--- config.mk ---
export PLATFORM = sky130hd
export DESIGN_NAME = bram_port_arbiter
export DESIGN_NICKNAME = d
export VERILOG_FILES = /design/src/rtl/bram_port_arbiter.sv
export SDC_FILE = /design/constraint.sdc
export NUM_CORES = 1
export LEC_CHECK = 0
export ABC_CLOCK_PERIOD_IN_PS = 3120
export CAP_MARGIN = 5
export CORE_MARGIN = 4
export CORE_UTILIZATION = 28
export CTS_CLUSTER_DIAMETER = 150
export DETAILED_ROUTE_END_ITERATION = 8
export GPL_ROUTABILITY_DRIVEN = 0
export HOLD_SLACK_MARGIN = 0.06
export PLACE_DENSITY_LB_ADDON = 0.3
export SLEW_MARGIN = 0
export SYNTH_ARGS = -nofsm -noshare
export SYNTH_HDL_FRONTEND = slang
export SYNTH_SLANG_ARGS = --single-unit
--- constraint.sdc ---
create_clock -name clk -period 3.12 [get_ports clk]
set_input_delay 0.468 -clock clk [delete_from_list [all_inputs] [get_ports clk]]
set_output_delay 0.468 -clock clk [all_outputs]
set_load 0.03 [all_outputs]
--- src/rtl/bram_port_arbiter.sv ---
// ---------------------------------------------------------------------------
// bram_port_arbiter
//
// Shares a single BRAM port between N requesters (N = 2..4). Grants are
// combinational, so the winning access goes out to the BRAM in the same
// cycle it is granted. The search is round-robin and starts at a priority
// pointer. A requester can hold ownership across back-to-back accesses by
// keeping lock high. Read data comes back one cycle later on a shared bus,
// and a one-hot rvalid strobe names the requester it belongs to.
//
// Parameters
//   WIDTH    BRAM data width in bits
//   AW       BRAM address width in bits
//   N        number of requesters (2..4)
//
// Ports
//   clk      clock; all state changes on the rising edge
//   rst      synchronous, active-high reset
//   req      per-requester access request (bit i = requester i)
//   lock     per-requester ownership hold
//   addr     per-requester address, slice i = [i*AW +: AW]
//   din      per-requester write data, slice i = [i*WIDTH +: WIDTH]
//   we       per-requester write enable, qualified by req
//   gnt      one-hot grant (the access is issued this cycle)
//   rvalid   one-hot read-data-valid, one cycle after a granted read
//   rdata    shared read data, qualified by rvalid
//   mem_addr BRAM address
//   mem_din  BRAM write data
//   mem_we   BRAM write enable
//   mem_dout BRAM read data (registered inside the BRAM, 1-cycle latency)
// ---------------------------------------------------------------------------
module bram_port_arbiter #(
    parameter int WIDTH = 8,
    parameter int AW    = 8,
    parameter int N     = 2
) (
    input  logic                 clk,
    input  logic                 rst,
    input  logic [N-1:0]         req,
    input  logic [N-1:0]         lock,
    input  logic [N*AW-1:0]      addr,
    input  logic [N*WIDTH-1:0]   din,
    input  logic [N-1:0]         we,
    output logic [N-1:0]         gnt,
    output logic [N-1:0]         rvalid,
    output logic [WIDTH-1:0]     rdata,
    output logic [AW-1:0]        mem_addr,
    output logic [WIDTH-1:0]     mem_din,
    output logic                 mem_we,
    input  logic [WIDTH-1:0]     mem_dout
);

    localparam int PW = $clog2(N);

    // Arbitration state
    logic [PW-1:0] ptr;
    logic          owner_valid;
    logic [PW-1:0] owner;

    logic [PW-1:0] ptr_nxt;
    logic          owner_valid_nxt;
    logic [PW-1:0] owner_nxt;

    // Grant decision for the current cycle
    logic          any_gnt_p0;
    logic [PW-1:0] gnt_idx_p0;
    logic          hold_p0;

    // Read strobe travelling alongside the BRAM read latency
    logic [N-1:0]  rd_vld_p1;

    // Index increment modulo N.
    function automatic logic [PW-1:0] wrap_inc(input logic [PW-1:0] i);
        if (i == PW'(N - 1)) begin
            return '0;
        end
        return i + PW'(1);
    endfunction

    // ---- Stage p0: grant selection and BRAM request mux -------------------
    always_comb begin
        int j;
        j          = 0;
        any_gnt_p0 = 1'b0;
        gnt_idx_p0 = '0;

        // An owner that is still requesting wins outright, even in the
        // cycle it drops lock (that access is its last one).
        hold_p0 = owner_valid && req[owner];

        if (hold_p0) begin
            any_gnt_p0 = 1'b1;
            gnt_idx_p0 = owner;
        end else begin
            for (int k = 0; k < N; k++) begin
                j = int'(ptr) + k;
                if (j >= N) begin
                    j = j - N;
                end
                if (!any_gnt_p0 && req[j]) begin
                    any_gnt_p0 = 1'b1;
                    gnt_idx_p0 = PW'(j);
                end
            end
        end

        // Requests are ignored while in reset.
        if (rst) begin
            any_gnt_p0 = 1'b0;
        end
    end

    always_comb begin
        gnt      = '0;
        mem_addr = '0;
        mem_din  = '0;
        mem_we   = 1'b0;
        if (any_gnt_p0) begin
            gnt[gnt_idx_p0] = 1'b1;
            mem_addr        = addr[gnt_idx_p0*AW +: AW];
            mem_din         = din[gnt_idx_p0*WIDTH +: WIDTH];
            mem_we          = we[gnt_idx_p0];
        end
    end

    // Next pointer / ownership.
    always_comb begin
        ptr_nxt         = ptr;
        owner_valid_nxt = owner_valid;
        owner_nxt       = owner;

        if (owner_valid) begin
            if (req[owner] && lock[owner]) begin
                // Ownership continues; pointer frozen.
                owner_valid_nxt = 1'b1;
            end else begin
                owner_valid_nxt = 1'b0;
                ptr_nxt         = wrap_inc(owner);
                // When the owner simply stopped requesting, this cycle was
                // arbitrated normally, so the new winner updates the state.
                if (!req[owner] && any_gnt_p0) begin
                    if (lock[gnt_idx_p0]) begin
                        owner_valid_nxt = 1'b1;
                        owner_nxt       = gnt_idx_p0;
                        ptr_nxt         = ptr;
                    end else begin
                        ptr_nxt = wrap_inc(gnt_idx_p0);
                    end
                end
            end
        end else if (any_gnt_p0) begin
            if (lock[gnt_idx_p0]) begin
                // Capturing ownership leaves the pointer untouched; it moves
                // past the owner on release.
                owner_valid_nxt = 1'b1;
                owner_nxt       = gnt_idx_p0;
            end else begin
                ptr_nxt = wrap_inc(gnt_idx_p0);
            end
        end
    end

    // ---- Stage p0 -> p1: state register and read-valid pipeline -----------
    always_ff @(posedge clk) begin
        if (rst) begin
            ptr         <= '0;
            owner_valid <= 1'b0;
            owner       <= '0;
            rd_vld_p1   <= '0;
        end else begin
            ptr         <= ptr_nxt;
            owner_valid <= owner_valid_nxt;
            owner       <= owner_nxt;
            rd_vld_p1   <= gnt & ~we;
        end
    end

    // ---- Stage p1: read return ----------------------------------------------
    // A read granted just before reset would otherwise strobe during the
    // first reset cycle, so the strobe is masked by rst directly.
    assign rvalid = rd_vld_p1 & ~{N{rst}};
    assign rdata  = mem_dout;

endmodule

==> reports/metrics.yaml <==
outcome: "finished, final reports clean"
cts_buffer_depth: 2
vias_per_cell: 4.64
ys_seq_area_share_pct: 16.0
min_period_ns: 2.91
grt_pass1_vias: 883
postCtsHoldBufs: 0
synth_cell_types: 23
port_buffers: 60
period_share_pct: 93.3
cts_buffers: 3
antenna_found_initial: 0
dp_cells: 185
path_max_fanout: 19
path_clk_slew_ns: 0.04
die_x_um: 55.2
hold_viol: 0
slowest_delay_ns: 0.69
drive_above_1_share_pct: 7.41
synth_top_area_share_pct: 23.4
place_hpwl_um: 1780
path_class: "in2out"
cp_num_buf_inv: 2
grt_pass1_wl_um: 3760
synth_warnings: 0
fin_cells: 189
die_h_um: 55.2
globalRouteTotalUtil_pct: 14.7
syn-instance-count: 108
crit_chain: "clkdlybuf4s50_1 > nand2_1 > nand2_2 > nand2_1 > a21oi_1 > clkdlybuf4s50_1"
pin_count: 77
r2r_end: "ptr$_SDFFE_PP0P_"
h-tree-depth: 1
clk_latency_ns: 0.24
core_area_um2: 2040
num_vias: 877
synth_area_leaders: "nand2_1, a21oi_1, dfxtp_1"
ctsResizeCount: 0
grt_overflow: 0
syn_area_um2: 624
p_leak_nw: 0.491
drcViolationCount: 0
die_area_um2: 3050
grt_max_degree: 24
cts_setup_buffers: 0
avgSynthCellArea_um2: 5.78
cp_slowest_cell: "clkdlybuf4s50_1"
hold-path-endpoint: "owner$_SDFFE_PP0P_"
max_freq_mhz: 344
cp-startpoint: "req[0]"
wire_per_inst_um: 11.7
power_density_nw_per_um2: 276
cts_root_buffer: "clkbuf_4"
fin_worst_skew_ns: 0.00435
crit_required_ns: 2.65
firstDrtPassIters: 2
worst_pin_slew_ns: 0.340
finalWirelength_um: 2210
crit_path_end_kind: "output port"
syn_to_final_growth_pct: 97.4
peakVddDrop_v: 0.000169
setup_tns_ns: 0
maxCapViolations: 0
rows: 16
n_antenna_cell: 0
hp-start: "owner$_SDFFE_PP0P_"
start_util_pct: 30.6
start_kind: "input port"
ff2ff_path_depth: 6
crit_arrival_ns: 2.44
ant_nets: 0
slew_viol_final: 0
cts_sinks: 5
cts_tree: "built"
crit-reg2reg-launch: "owner_valid$_SDFF_PP0_"
ys_ff_latch: 5
ff2ff_setup_slack_ns: 1.28
slew_headroom_pct: 77.3
crit_family: "buffers and inverters"
whs_path_depth: 2
syn-num-nets: 156
setup_violations: 0
yosysTopAreaCell: "nand2_1"
drt-initial-drc-count: 12
hp-class: "reg2reg"
rsz0062_at_grt: "false"
final_nets: 211
## cell usage in the layout, fill, tap and decap left out, drive strengths merged
cell type,count
nand3,1
nor2,7
clkbuf,4
nor3,2
clkinv,1
o21ba,1
dfxtp,5
mux2i,4
inv,1
o21bai,1
a21oi,21
a211oi,1
buf,5
nor2b,2
clkdlybuf4s50,60
mux2,2
nand2,40
o21ai,4
## stage by stage
stage	cell area [um2]	setup slack, ns	power [mW]	util [%]	hold WS [ns]
floorplan	624	0.921	0.189	-	0.540
global placement	1210	0.264	0.266	59.1	0.586
detailed placement	1210	0.212	0.267	59.1	0.586
CTS	1230	0.182	0.346	60.4	0.596
global route	1230	0.0252	0.366	60.4	0.666
finish	1230	0.209	0.341	60.4	0.599
## flip-flops by register name (all words and copies together), names as in the netlist
signal / cells
owner: 1
owner_valid: 1
ptr: 1
rd_vld_p1: 2
## worst register-to-register path: stages, from the launching register on
cell	delay, ns
dfxtp_1	0.45
mux2i_2	0.36
a21oi_2	0.12
buf_4	0.19
mux2i_1	0.13
a21oi_1	0.14
mux2_1	0.33
## area by class of cell
class	count	area, um2
repair buffers	65	638
well taps	27	33.8
inverters	2	7.51
clock buffers	4	26.3
multi-input cells	86	427
fillers	213	810
flip-flops and latches	5	100
## cells in the mapped netlist
master / instances
nand2_1: 39
a21oi_1: 20
buf_4: 8
nor2_1: 7
dfxtp_1: 5
clkbuf_1: 4
buf_2: 3
mux2i_1: 3
o21ai_0: 3
nor2b_1: 2
nor3_1: 2
a211oi_1: 1
a21oi_2: 1
clkinv_1: 1
inv_1: 1
mux2_1: 1
mux2_2: 1
mux2i_2: 1
nand2_2: 1
nand3_1: 1
o21ai_1: 1
o21ba_1: 1
o21bai_1: 1
## metal layers
layer	GRT usage [%]	share of wire, %
met5	0	0
met4	4.51	0.54
met3	7.23	9.8
met2	25.7	49
met1	15.2	40
## power by group
part           internal (mW)  switching (mW)  total, mW
clock network         0.0484          0.0267     0.0751
logic                 0.0995          0.0933      0.193
registers             0.0686         0.00416     0.0727
## cell families after synthesis
group | Yosys count | synth area share [%]
simple gates | 52 | 33.1
compound gates | 28 | 24.6
buf+inv | 17 | 15.6
mux | 6 | 10.6
flops | 5 | 16.0
## how the worst max path moves through the flow
stage / depth (start not counted) / slack [ns] / endpoint
final: 6 / 0.21 / mem_addr[1]
after global routing: 6 / 0.03 / mem_din[2]
after CTS: 6 / 0.18 / mem_addr[1]
after detailed placement: 6 / 0.21 / mem_addr[1]
after global placement: 6 / 0.26 / mem_addr[3]
after floorplan: 6 / 0.92 / mem_addr[0]
(Power assumes the default switching activity.)
